$ cat src/rtl/nec_prefetch_pkg.sv
`default_nettype none
// +--------------------------------------------------------------------------+
// | nec_prefetch_pkg : shared types and constants for the prefetch queue     |
// | Revision: 1.0                                                            |
// +--------------------------------------------------------------------------+
package nec_prefetch_pkg;

  // Decode indexes the queue with pc[2:0], so the depth is pinned to 8.
  localparam int QUEUE_BYTES = 8;
  localparam int IDX_W       = $clog2(QUEUE_BYTES);
  localparam int LEN_W       = IDX_W + 1;
  localparam int ADDR_W      = 20;

  typedef enum logic [1:0] {
    IDLE    = 2'd0,
    FETCH   = 2'd1,
    DISCARD = 2'd2
  } prefetch_state_e;

  function automatic logic [ADDR_W-1:0] phys_addr(input logic [15:0] seg,
                                                  input logic [15:0] ofs);
    return {seg, 4'h0} + {4'h0, ofs};
  endfunction

endpackage
`default_nettype wire

$ cat src/rtl/nec_prefetch_if.sv
`default_nettype none
// +--------------------------------------------------------------------------+
// | nec_prefetch_if : BIU code-fetch port between prefetch unit and BIU      |
// | Revision: 1.0                                                            |
// +--------------------------------------------------------------------------+
interface nec_prefetch_if;
  import nec_prefetch_pkg::*;

  logic              bus_req;
  logic [ADDR_W-1:0] bus_addr;
  logic              bus_byte;
  logic              bus_ack;
  logic [15:0]       bus_rdata;

  modport master (
    output bus_req,
    output bus_addr,
    output bus_byte,
    input  bus_ack,
    input  bus_rdata
  );

  modport slave (
    input  bus_req,
    input  bus_addr,
    input  bus_byte,
    output bus_ack,
    output bus_rdata
  );

endinterface
`default_nettype wire

$ cat src/rtl/nec_prefetch.sv
`default_nettype none
// +--------------------------------------------------------------------------+
// | nec_prefetch : 8-byte circular instruction prefetch queue fed by the BIU |
// | Revision: 1.0                                                            |
// +--------------------------------------------------------------------------+
module nec_prefetch
  import nec_prefetch_pkg::*;
#(
  parameter int WORD_THRESH = 6
) (
  input  logic                         clk,
  input  logic                         reset_n,
  input  logic                         ce_1,
  input  logic                         ce_2,
  input  logic [15:0]                  cs,
  input  logic                         set_pc,
  input  logic [15:0]                  new_pc,
  input  logic [15:0]                  dec_pc,
  input  logic                         block_prefetch,
  output logic [QUEUE_BYTES-1:0][7:0]  ipq,
  output logic [LEN_W-1:0]             ipq_len,
  nec_prefetch_if.master               bus
);

  localparam logic [LEN_W-1:0] C_WORD_THRESH = LEN_W'(WORD_THRESH);
  localparam logic [LEN_W-1:0] C_BYTE_THRESH = LEN_W'(QUEUE_BYTES - 1);

  prefetch_state_e             r_state,    w_state_nxt;
  logic [15:0]                 r_fetch_ip, w_fetch_ip_nxt;
  logic                        r_bus_req,  w_bus_req_nxt;
  logic [ADDR_W-1:0]           r_bus_addr, w_bus_addr_nxt;
  logic                        r_bus_byte, w_bus_byte_nxt;
  logic [QUEUE_BYTES-1:0][7:0] r_ipq;

  logic                        w_ce;
  logic [15:0]                 w_fill;
  logic [LEN_W-1:0]            w_len;
  logic                        w_room;
  logic                        w_accept;
  logic [IDX_W-1:0]            w_lo_slot;
  logic [IDX_W-1:0]            w_hi_slot;
  logic [QUEUE_BYTES-1:0]      w_slot_we;
  logic [QUEUE_BYTES-1:0][7:0] w_slot_data;

  assign w_ce   = ce_1 | ce_2;
  assign w_fill = r_fetch_ip - dec_pc;
  // A flush hides stale bytes; the queue itself is never cleared.
  assign w_len  = set_pc ? '0 : w_fill[LEN_W-1:0];
  assign w_room = r_fetch_ip[0] ? (w_len <= C_BYTE_THRESH) : (w_len <= C_WORD_THRESH);

  assign w_accept  = (r_state == FETCH) && bus.bus_ack && !set_pc;
  assign w_lo_slot = r_fetch_ip[IDX_W-1:0];
  assign w_hi_slot = w_lo_slot + IDX_W'(1);

  for (genvar i = 0; i < QUEUE_BYTES; i++) begin : g_slot
    localparam logic [IDX_W-1:0] C_IDX = IDX_W'(i);
    assign w_slot_we[i]   = w_accept &&
                            ((w_lo_slot == C_IDX) || (!r_bus_byte && (w_hi_slot == C_IDX)));
    assign w_slot_data[i] = (w_lo_slot == C_IDX) ? bus.bus_rdata[7:0] : bus.bus_rdata[15:8];
  end

  always_comb begin
    w_state_nxt    = r_state;
    w_fetch_ip_nxt = r_fetch_ip;
    w_bus_req_nxt  = r_bus_req;
    w_bus_addr_nxt = r_bus_addr;
    w_bus_byte_nxt = r_bus_byte;
    unique case (r_state)
      IDLE: begin
        if (!set_pc && !block_prefetch && w_room) begin
          w_state_nxt    = FETCH;
          w_bus_req_nxt  = 1'b1;
          w_bus_addr_nxt = phys_addr(cs, r_fetch_ip);
          w_bus_byte_nxt = r_fetch_ip[0];
        end
      end
      FETCH: begin
        if (bus.bus_ack) begin
          w_state_nxt   = IDLE;
          w_bus_req_nxt = 1'b0;
          if (!set_pc) begin
            w_fetch_ip_nxt = r_fetch_ip + (r_bus_byte ? 16'd1 : 16'd2);
          end
        end else if (set_pc) begin
          // The BIU cycle cannot be aborted; wait it out and drop the data.
          w_state_nxt = DISCARD;
        end
      end
      DISCARD: begin
        if (bus.bus_ack) begin
          w_state_nxt   = IDLE;
          w_bus_req_nxt = 1'b0;
        end
      end
      default: begin
        w_state_nxt   = IDLE;
        w_bus_req_nxt = 1'b0;
      end
    endcase
    if (set_pc) begin
      w_fetch_ip_nxt = new_pc;
    end
  end

  always_ff @(posedge clk) begin
    if (!reset_n) begin
      r_state    <= IDLE;
      r_fetch_ip <= '0;
      r_bus_req  <= 1'b0;
      r_bus_addr <= '0;
      r_bus_byte <= 1'b0;
    end else if (w_ce) begin
      r_state    <= w_state_nxt;
      r_fetch_ip <= w_fetch_ip_nxt;
      r_bus_req  <= w_bus_req_nxt;
      r_bus_addr <= w_bus_addr_nxt;
      r_bus_byte <= w_bus_byte_nxt;
    end
  end

  always_ff @(posedge clk) begin
    if (!reset_n) begin
      r_ipq <= '0;
    end else if (w_ce) begin
      for (int i = 0; i < QUEUE_BYTES; i++) begin
        if (w_slot_we[i]) begin
          r_ipq[i] <= w_slot_data[i];
        end
      end
    end
  end

  // The room check keeps the fill level within the queue while dec_pc only advances.
  always_ff @(posedge clk) begin
    if (reset_n && !set_pc) begin
      assert (w_fill <= 16'(QUEUE_BYTES));
    end
  end

  assign ipq          = r_ipq;
  assign ipq_len      = w_len;
  assign bus.bus_req  = r_bus_req;
  assign bus.bus_addr = r_bus_addr;
  assign bus.bus_byte = r_bus_byte;

endmodule
`default_nettype wire

$ cat src/flat_wrapper.sv
// flat-port wrapper written by rule: the top's interface ports become plain ports
module nec_prefetch_flat import nec_prefetch_pkg::*;
#(
  parameter int WORD_THRESH = 6
)
  (clk, reset_n, ce_1, ce_2, cs, set_pc, new_pc, dec_pc, block_prefetch, ipq, ipq_len, bus_bus_req, bus_bus_addr, bus_bus_byte, bus_bus_ack, bus_bus_rdata);
  nec_prefetch_if bus_i ();
  input  logic clk;
  input  logic reset_n;
  input  logic ce_1;
  input  logic ce_2;
  input  logic [15:0] cs;
  input  logic set_pc;
  input  logic [15:0] new_pc;
  input  logic [15:0] dec_pc;
  input  logic block_prefetch;
  output logic [QUEUE_BYTES-1:0][7:0] ipq;
  output logic [LEN_W-1:0] ipq_len;
  output wire logic [$bits(bus_i.bus_req)-1:0] bus_bus_req;
  output wire logic [$bits(bus_i.bus_addr)-1:0] bus_bus_addr;
  output wire logic [$bits(bus_i.bus_byte)-1:0] bus_bus_byte;
  input wire logic [$bits(bus_i.bus_ack)-1:0] bus_bus_ack;
  input wire logic [$bits(bus_i.bus_rdata)-1:0] bus_bus_rdata;
  assign bus_bus_req = bus_i.bus_req;
  assign bus_bus_addr = bus_i.bus_addr;
  assign bus_bus_byte = bus_i.bus_byte;
  assign bus_i.bus_ack = bus_bus_ack;
  assign bus_i.bus_rdata = bus_bus_rdata;
  nec_prefetch #(.WORD_THRESH(WORD_THRESH)) u_core (.clk(clk), .reset_n(reset_n), .ce_1(ce_1), .ce_2(ce_2), .cs(cs), .set_pc(set_pc), .new_pc(new_pc), .dec_pc(dec_pc), .block_prefetch(block_prefetch), .ipq(ipq), .ipq_len(ipq_len), .bus(bus_i));
endmodule
$ cat config.mk
export PLATFORM = sky130hd
export DESIGN_NAME = nec_prefetch_flat
export DESIGN_NICKNAME = d
export VERILOG_FILES = /design/src/rtl/nec_prefetch_pkg.sv /design/src/rtl/nec_prefetch_if.sv /design/src/rtl/nec_prefetch.sv /design/src/flat_wrapper.sv
export SDC_FILE = /design/constraint.sdc
export NUM_CORES = 1
export LEC_CHECK = 0
export CORE_ASPECT_RATIO = 0.8
export CORE_MARGIN = 1.5
export CORE_UTILIZATION = 42
export CTS_BUF_LIST = sky130_fd_sc_hd__clkbuf_2
export CTS_CLUSTER_DIAMETER = 40
export CTS_CLUSTER_SIZE = 25
export DETAILED_ROUTE_END_ITERATION = 7
export GPL_TIMING_DRIVEN = 0
export PLACE_DENSITY = 0.83
export REMOVE_ABC_BUFFERS = 1
export SLEW_MARGIN = 5
export SYNTH_ARGS = -nofsm -noshare
export SYNTH_HDL_FRONTEND = slang
export SYNTH_SLANG_ARGS = --single-unit
$ cat constraint.sdc
create_clock -name clk -period 2.29 [get_ports clk]
set_input_delay 0.458 -clock clk [delete_from_list [all_inputs] [get_ports clk]]
set_output_delay 0.458 -clock clk [all_outputs]
set_load 0.02 [all_outputs]
After elaboration in Yosys (flattened, before gate mapping)
Index checks and enable logic that the tools add are counted.

operators by class
  reductions and logical operators = 49
  div/mod/pow operators = 0
  bitwise logic cells = 1
  multiply operators = 0
  eq/ne operators = 20
  multiplexer cells = 22
  shifts and indexed selects = 0
  order comparisons = 2
  add/subtract/negate cells = 4

operators by type and width
  kind                   number
  $mux W8                8
  $mux W16               3
  $eq A3 B3 Y1 const B   8
  $add A20 B16 Y20       1
  $logic_and A1 B1 Y1    20
  $add A16 B2 Y16        1
  $reduce_and A2 Y1      8
  $eq A3 B2 Y1 const B   4
  $mux W2                5
  $reduce_and A3 Y1      3
  $le A4 B3 Y1 const B   2
  $logic_or A1 B1 Y1     8
  $eq A3 B1 Y1 const B   2
  $logic_not A3 Y1       2
  $pmux W2 S3            1
  $mux W4                1
  $ne A2 B1 Y1 const B   2
  $reduce_and A4 Y1      1
  $reduce_bool A2 Y1     2
  $sub A4 B4 Y4          1
  $add A3 B1 Y3 const B  1
  $logic_not A1 Y1       3
  $mux W1                3
  $ne A3 B3 Y1 const B   1
  7 further kinds        7

word-level totals
  memories = 0
  memory bits (writable) = 0
  bits in latches = 0
  bits of input ports = 71
  ROM bits = 0
  register bits = 104
  output and inout bits = 90
  word-level logic and storage cells = 111

Logic depth before layout (Yosys ltp)
Gate-level depths: netlist of the first run.

  depth after elaboration = 7
  mapped depth = 13
  depth with buffers taken out = 10

Least setup slack after synthesis of the first run
No wires, ideal clock.

  path type = reg2reg
  start = reg u_core.r_fetch_ip[0]
  end = reg u_core.r_bus_addr[12] (netlist: u_core.bus.bus_addr[12])
  clock period less this slack = 2.333 ns
  stages on the path, launching flop included = 14
  data arrival time = 2.205 ns
  setup time = 0.128 ns
  data required time = 2.162 ns
  buffers on the path = 3
  slack = -0.043 ns
  cells stage by stage = dfxtp_1 buf_4 inv_2 ha_1 inv_1 fa_1 xnor2_1 nor4b_1 nor3_1 o2111a_1 buf_6 buf_6 mux2i_1 nor2_1

on the way
  longest elaborated chain between the ends = 6
  elaborated cells between the ends (all ways) = 8
  classes of those cells = add/sub: 2; order compare: 2; mux: 2; reduce/logical: 2

RTL lines
  item                         line                 text
  from (decl)                  nec_prefetch.sv:29   logic [15:0] r_fetch_ip, w_fetch_ip_nxt;
  from (signal assigned)       nec_prefetch.sv:114  r_fetch_ip <= w_fetch_ip_nxt;
  $sub A4 B4 Y4                nec_prefetch.sv:46   assign w_fill = r_fetch_ip - dec_pc;
  $mux W4                      nec_prefetch.sv:48   assign w_len = set_pc ? '0 : w_fill[LEN_W-1:0];
  $le A4 B3 Y1                 nec_prefetch.sv:49   assign w_room = r_fetch_ip[0] ? (w_len <= C_BYTE_THRESH) : (w_len <= C_WORD_THRESH);
  $mux W1                      nec_prefetch.sv:49
  $logic_and A1 B1 Y1          nec_prefetch.sv:70   if (!set_pc && !block_prefetch && w_room) begin
  $reduce_and A3 Y1 (no line)  --
  to (signal assigned)         nec_prefetch.sv:116  r_bus_addr <= w_bus_addr_nxt;
  to (decl)                    nec_prefetch.sv:31   logic [ADDR_W-1:0] r_bus_addr, w_bus_addr_nxt;

Several ways; a longest one is shown, not always the timed one.
A chain may end at the register's enable or synchronous reset.

Final worst setup path of the first run
  start = reg u_core.r_fetch_ip[1]
  end = out ipq_len[1]

on the way
  longest elaborated chain between the ends = 2

RTL lines
  item           line                text
  $sub A4 B4 Y4  nec_prefetch.sv:46
  $mux W4        nec_prefetch.sv:48
  to (decl)      flat_wrapper.sv:18  output logic [LEN_W-1:0] ipq_len;

Every way passes these cells.

==> metrics.yaml, run 1 <==
clockBufferDepth: 2
synth_seq_area_share: 0.3518
leakage_nw: 2.737
status: "finished with violations"
nNetsFinal: 922
routed_wl_um: 17890
cp-start-kind: "flip-flop"
grt_pass1_vias: 5006
worst-setup-path-type: "reg -> out"
fp.dieArea_um2: 14680
cts_hold_buf: 0
initial_core_util: 0.4310
cts_sinks: 103
ff2ff_path_depth: 10
period_share: 1.129
nFillCells: 1197
detailed_place_hpwl_um: 11440
clock_latency_ns: 0.65
grt_pass1_wl_um: 26540
final_antenna_net_count: 0
slew_headroom: 0.1433
async_flop_share: 0
max_freq_mhz: 386.8
firstDrtPassIters: 5
yosysTopAreaCellShare: 0.3518
synth_edf_count: 0
ys_types: 60
final_cell_mix: "clkdlybuf4s50_1, nor2_1, dfxtp_1, mux2i_1, a211oi_1"
die_y_um: 108.7
drc: 0
finalSetupViolations: 27
ir_worst_vdd_mv: 0.3263
crit_arrival_ns: 2.13
fin_hold_ws_ns: 0.4093
violations: "negative setup slack"
met1_length_um: 8256
globalRouteTotalUtil: 0.2342
end_kind: "output port"
cts_root_buffer: "clkbuf_2"
drv_slew: 0
placed_area_um2: 7289
io_pins: 161
hold_class: "in -> reg"
syn_inst: 689
finalClockSkew_ns: 0.03471
setup_ws_ns: -0.2951
yosys_warnings: 0
power_density_nw_per_um2: 469.2
syn_avg_cell_area_um2: 8.506
fin_crit_ns: 2.585
top_layer_used: "met4"
die_w_um: 135.1
dp_slack_ns: -1.404
worst_pin_slew_ns: 1.276
rsz0062_at_grt: "true"
cts_tree: "built"
cts_buffers: 9
wl_per_cell_um: 17.72
drt_iter0_drc: 600
hold_violations: 0
multi_input_area_um2: 3657
core_region_area_um2: 13600
drive_gt1_frac: 0.1580
synth_ff_type: "dfxtp_1"
path_clk_slew_ns: 0.31
synthTopCellsByArea: "dfxtp_1, mux2i_1, nor2_1"
synth_top_cell_by_area: "dfxtp_1"
grt-ovfl-total: 0
final_common_cell: "clkdlybuf4s50_1"
h-tree-depth: 3
rows: 38
seq_area_um2: 2081
wl_met3_um: 1265
gp_congestion: 0.8436
cp.required_ns: 1.83
num_vias: 5677
antenna_found_initial: 0
met2WireLength_um: 8072
fin_area_um2: 7981
areaGrowthSynthToFinish_pct: 36.19
hold_depth: 3
synth_area_um2: 5861
report.power.total_mw: 3.745
portBuffers: 148
max_cap_violations: 0
via_per_inst: 5.621
ys_ff_latch: 103
setup_tns_ns: -2.658
critPathMaxFanout: 12
grt_max_degree: 57
[final cells by class]
cell class	instances	share of cell area
Timing Repair Buffer	182	0.2287
Inverter	19	0.01050
Multi-Input combinational cell	509	0.4582
Tap cell	180	0.02822
Antenna cell	1	0.0003135
Clock buffer	9	0.005644
Clock inverter	7	0.007681
Sequential cell	103	0.2607
[cells in the mapped netlist (16+ instances only)]
master	count
nor2_1	114
dfxtp_1	103
inv_1	17
mux2i_1	61
buf_1	18
nand2_1	40
a21oi_1	42
clkbuf_1	16
ha_1	24
a211oi_1	53
a311oi_1	16
o21ai_0	26
nand3_1	24
[kinds of logic (layout without fill, tap and decap cells)]
kind of cell,after synthesis,count (layout),share of synthesized area
compound gates,180,182,0.2135
xor+xnor,12,12,0.01793
buf+inv,79,217,0.06853
other cells,0,1,0
fa+ha+maj,27,27,0.06149
simple gates,227,227,0.1825
flops,103,103,0.3518
mux,61,61,0.1042
[layer usage]
metal  vias to the layer above  global-route usage
met2                       218              0.3593
met4                         0             0.05991
met1                      2672              0.3328
met3                        28             0.05300
met5                         -                   0
li1                       2759                   -
[per-stage QoR]
step | utilization | std cells
2_1_floorplan | - | 629
3_5_place_dp | 0.5361 | 959
5_1_grt | 0.5868 | 1009
6_report | 0.5870 | 1010
4_1_cts | 0.5611 | 987
3_3_place_gp | 0.5322 | 957
[worst max-delay path: stages, from the launching register on]
cell and delay [ns]:
dfxtp_4 0.43, buf_4 0.20, fa_2 0.57, nor2b_4 0.14, buf_6 0.13
[where the power goes]
group	switching [mW]	internal (mW)
registers	0.0388	1.84
clock network	0.712	0.169
logic	0.538	0.445
[worst paths after layout]
check	startpoint	end	slack [ns]
setup reg to reg	u_core.r_fetch_ip[1]	u_core.bus.bus_addr[16]	-0.15
setup / recovery	u_core.r_fetch_ip[1]	ipq_len[1]	-0.30
hold / removal	new_pc[1]	u_core.r_fetch_ip[1]	0.41
hold reg to reg	u_core.bus.bus_addr[10]	u_core.bus.bus_addr[10]	0.51
[state kept, by name, indices dropped and copies added (netlist names)]
register,cells
u_core.bus.bus_addr,20
u_core.bus.bus_req,1
u_core.ipq,64
u_core.r_fetch_ip,16
u_core.r_state,2
[what timing repair did]
item,4_1_cts,5_1_grt
buffers inserted,10,22
setup endpoints to repair,106,104
gates resized for setup,53,38
pin swaps,8,20
hold endpoints to repair,0,0
cloned,2,0
Power figures use the tool's default switching activity.
==> run 2: changes to the inputs <==
--- a/config.mk
+++ b/config.mk
@@ -9,7 +9,6 @@
 export CORE_MARGIN = 1.5
 export CORE_UTILIZATION = 42
 export CTS_BUF_LIST = sky130_fd_sc_hd__clkbuf_2
-export CTS_CLUSTER_DIAMETER = 40
 export CTS_CLUSTER_SIZE = 25
 export DETAILED_ROUTE_END_ITERATION = 7
 export GPL_TIMING_DRIVEN = 0
==> results of run 2 <==
Final layout, timing and power as in run 1 (identical DEF).
